`src/rtl/sw_pkg.sv`:
```
// rtl/sw_pkg.sv - shared base encodings, feeder state enum and default widths for the Smith-Waterman front end.
package sw_pkg;

    localparam logic [1:0] BASE_A = 2'b00;
    localparam logic [1:0] BASE_C = 2'b01;
    localparam logic [1:0] BASE_G = 2'b10;
    localparam logic [1:0] BASE_T = 2'b11;

    localparam int SCORE_WIDTH_DEFAULT = 10;

    typedef enum logic [2:0] {
        ST_IDLE,
        ST_LOAD,
        ST_PAD,
        ST_STREAM,
        ST_DRAIN,
        ST_DONE
    } feeder_state_e;

endpackage

```
`src/rtl/sw_onehot_dec.sv`:
```
// rtl/sw_onehot_dec.sv - binary PE index to one-hot store select, all zero when not enabled.
module sw_onehot_dec #(
    parameter int N = 64,
    parameter int W = 7
) (
    input  logic [W-1:0] idx,
    input  logic         en,
    output logic [N-1:0] onehot
);

    always_comb begin
        onehot = '0;
        for (int i = 0; i < N; i++) begin
            onehot[i] = en && (idx == W'(i));
        end
    end

endmodule

```
`src/rtl/sw_array_feeder.sv`:
```
// rtl/sw_array_feeder.sv - loads read bases into the PE chain, streams reference bases, flushes with bubbles.
// SW_FEEDER_STATS_EN adds ref_count / bubble_count outputs.
module sw_array_feeder
    import sw_pkg::*;
#(
    parameter int NUM_PE      = 64,
    parameter int SCORE_WIDTH = sw_pkg::SCORE_WIDTH_DEFAULT,
    parameter int LEN_WIDTH   = 7
) (
    input  logic                   clk,
    input  logic                   rst,
    input  logic                   start,
    input  logic [1:0]             rd_base,
    input  logic                   rd_valid,
    input  logic                   rd_last,
    output logic                   rd_ready,
    input  logic [1:0]             ref_base,
    input  logic                   ref_valid,
    input  logic                   ref_last,
    output logic                   ref_ready,
    output logic [1:0]             S_out,
    output logic [NUM_PE-1:0]      store_sel,
    output logic [1:0]             T_out,
    output logic                   init_out,
    output logic [SCORE_WIDTH-1:0] V_out,
    output logic [SCORE_WIDTH-1:0] F_out,
    output logic [LEN_WIDTH-1:0]   read_len,
    output logic                   busy,
    output logic                   done,
    output logic                   overflow
`ifdef SW_FEEDER_STATS_EN
    ,
    output logic [31:0]            ref_count,
    output logic [31:0]            bubble_count
`endif
);

    localparam logic [LEN_WIDTH-1:0] ONE        = LEN_WIDTH'(1);
    localparam logic [LEN_WIDTH-1:0] PE_CNT     = LEN_WIDTH'(NUM_PE);
    localparam logic [LEN_WIDTH-1:0] PE_LAST    = LEN_WIDTH'(NUM_PE - 1);
    localparam logic [LEN_WIDTH-1:0] DRAIN_LAST = (NUM_PE > 1) ? LEN_WIDTH'(NUM_PE - 2) : '0;

    feeder_state_e          state_q, state_d;
    logic [LEN_WIDTH-1:0]   k_q, k_d;
    logic [LEN_WIDTH-1:0]   read_len_q, read_len_d;
    logic                   overflow_q, overflow_d;
    logic [1:0]             s_q, s_d;
    logic [1:0]             t_q, t_d;
    logic                   init_q, init_d;
    logic                   busy_q, busy_d;
    logic                   done_q, done_d;
    logic [NUM_PE-1:0]      store_sel_q, store_sel_d;
    logic                   store_en;
    logic                   rd_acc, ref_acc;

    assign rd_ready  = (state_q == ST_LOAD);
    assign ref_ready = (state_q == ST_STREAM);
    assign rd_acc    = rd_valid && rd_ready;
    assign ref_acc   = ref_valid && ref_ready;

    sw_onehot_dec #(
        .N (NUM_PE),
        .W (LEN_WIDTH)
    ) u_store_dec (
        .idx    (k_q),
        .en     (store_en),
        .onehot (store_sel_d)
    );

    always_comb begin
        state_d    = state_q;
        k_d        = k_q;
        read_len_d = read_len_q;
        overflow_d = overflow_q;
        s_d        = s_q;
        t_d        = t_q;
        init_d     = 1'b0;
        store_en   = 1'b0;
        case (state_q)
            ST_IDLE: begin
                if (start) begin
                    state_d    = ST_LOAD;
                    k_d        = '0;
                    read_len_d = '0;
                    overflow_d = 1'b0;
                end
            end
            ST_LOAD: begin
                if (rd_acc) begin
                    if (k_q == PE_CNT) begin
                        // chain already full: swallow the beat so the source can reach rd_last
                        overflow_d = 1'b1;
                        if (rd_last) state_d = ST_STREAM;
                    end else begin
                        store_en   = 1'b1;
                        s_d        = rd_base;
                        k_d        = k_q + ONE;
                        read_len_d = read_len_q + ONE;
                        if (rd_last) state_d = (k_q < PE_LAST) ? ST_PAD : ST_STREAM;
                    end
                end
            end
            ST_PAD: begin
                store_en = 1'b1;
                s_d      = BASE_A;
                k_d      = k_q + ONE;
                if (k_q == PE_LAST) state_d = ST_STREAM;
            end
            ST_STREAM: begin
                if (ref_acc) begin
                    t_d    = ref_base;
                    init_d = 1'b1;
                    if (ref_last) begin
                        k_d     = '0;
                        state_d = (NUM_PE > 1) ? ST_DRAIN : ST_DONE;
                    end
                end
            end
            ST_DRAIN: begin
                if (k_q == DRAIN_LAST) state_d = ST_DONE;
                else                   k_d     = k_q + ONE;
            end
            ST_DONE: begin
                state_d = ST_IDLE;
            end
            default: begin
                state_d = ST_IDLE;
            end
        endcase
        busy_d = (state_d != ST_IDLE);
        done_d = (state_d == ST_DONE);
    end

    always_ff @(posedge clk or posedge rst) begin
        if (rst) begin
            state_q     <= ST_IDLE;
            k_q         <= '0;
            read_len_q  <= '0;
            overflow_q  <= 1'b0;
            s_q         <= '0;
            t_q         <= '0;
            init_q      <= 1'b0;
            busy_q      <= 1'b0;
            done_q      <= 1'b0;
            store_sel_q <= '0;
        end else begin
            state_q     <= state_d;
            k_q         <= k_d;
            read_len_q  <= read_len_d;
            overflow_q  <= overflow_d;
            s_q         <= s_d;
            t_q         <= t_d;
            init_q      <= init_d;
            busy_q      <= busy_d;
            done_q      <= done_d;
            store_sel_q <= store_sel_d;
        end
    end

    assign S_out     = s_q;
    assign store_sel = store_sel_q;
    assign T_out     = t_q;
    assign init_out  = init_q;
    assign V_out     = '0;
    assign F_out     = '0;
    assign read_len  = read_len_q;
    assign busy      = busy_q;
    assign done      = done_q;
    assign overflow  = overflow_q;

`ifdef SW_FEEDER_STATS_EN
    logic [31:0] ref_count_q, ref_count_d;
    logic [31:0] bubble_count_q, bubble_count_d;

    always_comb begin
        ref_count_d    = ref_count_q;
        bubble_count_d = bubble_count_q;
        if (state_q == ST_IDLE && start) begin
            ref_count_d    = '0;
            bubble_count_d = '0;
        end else if (state_q == ST_STREAM) begin
            if (ref_acc) ref_count_d    = ref_count_q + 32'd1;
            else         bubble_count_d = bubble_count_q + 32'd1;
        end
    end

    always_ff @(posedge clk or posedge rst) begin
        if (rst) begin
            ref_count_q    <= '0;
            bubble_count_q <= '0;
        end else begin
            ref_count_q    <= ref_count_d;
            bubble_count_q <= bubble_count_d;
        end
    end

    assign ref_count    = ref_count_q;
    assign bubble_count = bubble_count_q;
`endif

endmodule
```
`config.mk`:
```
export PLATFORM = sky130hd
export DESIGN_NAME = sw_array_feeder
export DESIGN_NICKNAME = d
export VERILOG_FILES = /design/src/rtl/sw_pkg.sv /design/src/rtl/sw_onehot_dec.sv /design/src/rtl/sw_array_feeder.sv
export SDC_FILE = /design/constraint.sdc
export NUM_CORES = 1
export LEC_CHECK = 0
export CAP_MARGIN = 20
export CORE_MARGIN = 10
export CORE_UTILIZATION = 40
export DETAILED_ROUTE_END_ITERATION = 8
export PLACE_DENSITY = 0.7
export SLEW_MARGIN = 20
export SYNTH_ARGS = -nofsm -noshare
export SYNTH_HDL_FRONTEND = slang
export SYNTH_SLANG_ARGS = --single-unit
```
`constraint.sdc`:
```
create_clock -name clk -period 5.9 [get_ports clk]
set_clock_uncertainty 0.1 [all_clocks]
set_input_delay 1.18 -clock clk [delete_from_list [all_inputs] [get_ports clk]]
set_output_delay 1.18 -clock clk [all_outputs]
set_load 0.05 [all_outputs]
```
Word-level counts from Yosys, hierarchy flattened
Index checks and enable logic that the tools add are counted.

Register bits: 89. Input port bits: 11. Output and inout port bits: 101. Logic and storage cells: 199.

Add/sub/neg operators: 2. Order comparisons: 1. Equality and inequality tests: 76. Multiplexer cells: 33. Reductions and logical operators: 77.

Operators by type and width (number): 7-bit by 6-bit equality test with 1-bit output, second input constant (32); 7-bit by 5-bit equality test with 1-bit output, second input constant (16); 1-bit logical AND (66); 7-bit by 4-bit equality test with 1-bit output, second input constant (8); 7-bit two-way mux (8); 7-bit one-hot mux with 5 select lines (1); 7-bit by 3-bit equality test with 1-bit output, second input constant (4); 3-bit two-way mux (9); 3-bit one-hot mux with 5 select lines (1); 7-bit by 1-bit adder with 7-bit output, second input constant (2); 7-bit by 2-bit equality test with 1-bit output, second input constant (2); 7-bit one-hot mux with 2 select lines (1); 1-bit two-way mux (8); 2-bit != test, second input constant (4); 4-bit AND reduction (2); 7-bit by 1-bit equality test with 1-bit output, second input constant (1); 7-bit equality test, second input constant (1); 7-bit zero test (1); 7-bit by 6-bit less-than comparator with 1-bit output, second input constant (1); 7-bit AND reduction (1); 3-bit by 2-bit equality test with 1-bit output, second input constant (2); 3-bit equality test, second input constant (2); 2-bit by 1-bit != test with 1-bit output, second input constant (3); 5-bit nonzero test (1); 9 further kinds (12).

Depth between registers and ports, before layout
Word-level depth: 7. Depth in mapped cells: 8. Depth with buffers taken out: 7.

Cells and area by module
A second synthesis with hierarchy kept.

Cells, all modules: 340. Area total of the unflattened synthesis: 3851.2 µm².

By module, submodules not included: sw_array_feeder (times used 1, cells an instance 236, area each 3200.6 µm², seq. area each 2227.1 µm²); sw_onehot_dec (times used 1, cells an instance 104, area each 650.6 µm², seq. area each 0.0 µm²).

Worst setup path after synthesis
Ideal clock, no wire load.

Path type: register to output. From: reg state_q[2]. To: out ref_ready. Arrival time: 1.449 ns. Required time: 4.620 ns. Setup slack: 3.171 ns. Cell stages (with the launch flop): 4. Buffers on the path: 1. Cell sequence: dfrtp_1 -> buf_2 -> nand2b_1 -> nor2_1.

Cells in the longest elaborated chain, start to end: 1.

RTL lines: start, declared (line sw_array_feeder.sv:43) `feeder_state_e state_q, state_d;`; start signal, assigned (line sw_array_feeder.sv:147) `state_q <= state_d;`; 3-bit by 2-bit equality test with 1-bit output (line sw_array_feeder.sv:57) `assign ref_ready = (state_q == ST_STREAM);`; end, declared (line sw_array_feeder.sv:20) `output logic ref_ready,`.

No other way between the ends.

Final worst setup path
Same ends and word-level chain as after synthesis.

==> reports/qor.log <==
qor: synthesis.syn-instance-count 326
qor: cts.cts_tree yes
qor: global_route.overflow 0
qor: cts.cts_hold_repair.buffers 0
qor: critical_path.arrival 2.18 ns
qor: critical_path.max_stage_delay 0.84 ns
qor: cts.clock_latency 0.36 ns
qor: sta.fmax 289 MHz
qor: synthesis.count_of_cell_types_in_the_netlist 48
qor: sta.rsz0062_at_grt false
qor: min_path.min_path_type reg2reg
qor: die.floorplan.io_pins 112
qor: cts.cts.sinks 89
qor: synthesis.synthesis.area 3620 sq um
qor: critical_path.critical-path-top-delay-family buffers and inverters
qor: route.dr.max_layer_used met4
qor: die.rows 34
qor: critical_path.timing.critical_path.cells nand2b_1 > nor2_1 > clkdlybuf4s50_1
qor: cells_and_area.footprint_of_the_flip_flops_and_latches 2230 sq um
qor: global_route.pin_count_of_the_biggest_net_entering_global_routing 51
qor: synthesis.synthesis.yosys.warnings 0
qor: route.drt-initial-drc-count 103
qor: synthesis.yosys_most_used_dff dfrtp_1
qor: global_route.grt_first_pass_wirelength 14300 microns
qor: critical_path.endpoint_type_of_the_worst_setup_path primary output
qor: cells_and_area.n_antenna_cell 0
qor: cells_and_area.nets 432
qor: cells_and_area.fin_util 0.539
qor: sta.max_slew.worst_pin.slew 0.860 ns
qor: sta.final-hold-violation-count 0
qor: synthesis.synth_sequential_area_ratio 0.615
qor: cells_and_area.area_of_combinational_cells_with_multiple_inputs 1180 sq um
qor: critical_path.worst_ep_required_time 4.62 ns
qor: place.numPlacedInstances 513
qor: cells_and_area.final_common_cell clkdlybuf4s50_1
qor: cts.worst_setup_hold_path_clk_slew 0.09 ns
qor: cells_and_area.layout.cells.non_filler 529
qor: synthesis.synth-edff-count 0
qor: route.route.met2.wl 4130 microns
qor: critical_path.r2r_slack 3.27 ns
qor: power.power.density 375 nW/um^2
qor: die.initial_cell_density_of_the_core 0.413
qor: route.drt_pass_1_iters 4
qor: place.dpl.hpwl 6460 microns
qor: cells_and_area.fillers 780
qor: sta.finalSetupViolations 0
qor: global_route.grt_pass1_vias 2691
qor: route.wirelength 8920 microns
qor: global_route.grt_util_all_layers 0.136
qor: sta.fin_tns_setup 0 ns
qor: synthesis.synth_async_sr_flop_share 1.00
qor: route.wl_met1 3840 microns
qor: power.irDropWorstVdd 0.000285 V
qor: cts.cts-buffers-inserted 9
qor: critical_path.cp_max_fo 14
qor: sta.fin_crit_sh 0.586
qor: sta.slew_headroom 0.426
qor: cts.post-cts-setup-buffer-count 0
qor: sta.timing.final.max_slew_violations 0
qor: route.routedWlPerCell 16.9 microns
qor: die.die_y 115 microns
qor: synthesis.ys_seq_elements 89
qor: place.port-buffer-count 91
qor: synthesis.synth_area_per_cell 11.1 sq um
qor: place.gp_congestion 0.830
qor: flow_run.timing.max_cap.violations 0
qor: sta.min_period 3.46 ns
qor: route.detail_route.drc_violations 0
qor: route.num_vias 2594
qor: critical_path.startpoint_type register
qor: cts.cts_buffer_depth 2
qor: critical_path.worst-path-buf-inv 1
qor: global_route.antenna_violations_before_repair 0
qor: route.viasPerCell 4.90
qor: cells_and_area.ratio_of_cells_with_drive_above_1_in_the_final_layout 0.0831
qor: die.die-area 13300 sq um
qor: route.met3RoutedLength 806 microns
qor: cells_and_area.final_cell_mix clkdlybuf4s50_1 (91), dfrtp_1 (89), nor2_1 (82), nand2_1 (31), conb_1 (20)
qor: critical_path.worst-setup-path-type reg2out
qor: cts.post_cts_resize_count 0
qor: cells_and_area.area.growth.synth_to_final 30.5%
qor: route.drt.antenna.violating_nets 0
qor: run_status.run_status completed
qor: die.die_width 115 microns
qor: power.power_leakage 2.18 nW
qor: critical_path.critPathSlowestCell clkdlybuf4s50_1
qor: die.fp.coreArea 8760 sq um
qor: cts.cts_htree_levels 3
qor: cts.clockRootBuffer clkbuf_8
qor: sta.hold_slack 0.432 ns
## power breakdown
part | total, W | internal (W) | switching [W]
sequential | 0.000729 | 0.000659 | 0.0000701
clock | 0.000470 | 0.000245 | 0.000225
combinational | 0.000571 | 0.000187 | 0.000385
total | 0.00177 | 0.00109 | 0.000679
## metrics by stage
step           worst slack, ns  cell area (sq um)  total power [W]
6_report                  2.44               4730          0.00177
5_1_grt                   2.30               4730          0.00186
4_1_cts                   2.43               4730          0.00179
3_5_place_dp              2.73               4500          0.00131
3_3_place_gp              2.78               4500          0.00130
2_1_floorplan             2.31               3690          0.00119
## synthesized netlist by cell type (2+ instances only)
cell type | n | area share
a21oi_1 | 5 | 0.0069
and3_1 | 2 | 0.0035
buf_4 | 20 | 0.041
buf_6 | 4 | 0.012
clkbuf_1 | 5 | 0.0052
clkbuf_8 | 2 | 0.0076
dfrtp_1 | 89 | 0.61
ha_1 | 5 | 0.017
inv_1 | 10 | 0.010
mux2_2 | 2 | 0.0062
mux2i_1 | 3 | 0.0083
nand2_1 | 31 | 0.032
nand2b_1 | 3 | 0.0052
nand3_1 | 5 | 0.0069
nand4_1 | 5 | 0.0086
nor2_1 | 82 | 0.085
nor3b_1 | 3 | 0.0062
o21ai_0 | 7 | 0.0097
o21ai_1 | 3 | 0.0041
o21ai_2 | 3 | 0.0073
o31ai_1 | 2 | 0.0041
o31ai_2 | 3 | 0.010
or2_1 | 2 | 0.0035
xor2_1 | 6 | 0.015
## layer usage
| layer | up-vias | global-route usage |
|---|---|---|
| li1 | 1196 | - |
| met1 | 1271 | 0.171 |
| met2 | 114 | 0.211 |
| met3 | 13 | 0.0427 |
| met4 | 0 | 0.0561 |
| met5 | - | 0 |
## worst paths after layout
path / from / endpoint / depth (start not counted)
setup / recovery: state_q[2] / ref_ready / 3
hold / removal: T_out[1] / T_out[1] / 1
setup reg to reg: k_q[0] / k_q[5] / 7
hold reg to reg: T_out[1] / T_out[1] / 1
max in group asynchronous: rst / read_len[4] / 3
min in group asynchronous: rst / store_sel[42] / 2
## layout make-up
| cell class | instances | area share |
|---|---|---|
| timing repair buffer | 92 | 0.194 |
| sequential | 89 | 0.471 |
| clock inverter | 6 | 0.0206 |
| clock buffer | 10 | 0.0270 |
| inverter | 10 | 0.00821 |
| tap | 108 | 0.0286 |
| multi-input combinational | 214 | 0.250 |
## registers in the layout, summed over array words and instances (netlist names)
signal and flops:
store_sel 64, read_len 7, state_q 3, k_q 7
done 1, overflow 1, busy 1, T_out 2
S_out 2, init_out 1
## cell families after synthesis
group | share of synthesized area
compound gates | 0.0739
xor+xnor | 0.0169
fa+ha+maj | 0.0173
buf+inv | 0.0784
flops | 0.615
mux | 0.0145
other cells | 0.00104
simple gates | 0.183
(Power assumes the default switching activity.)
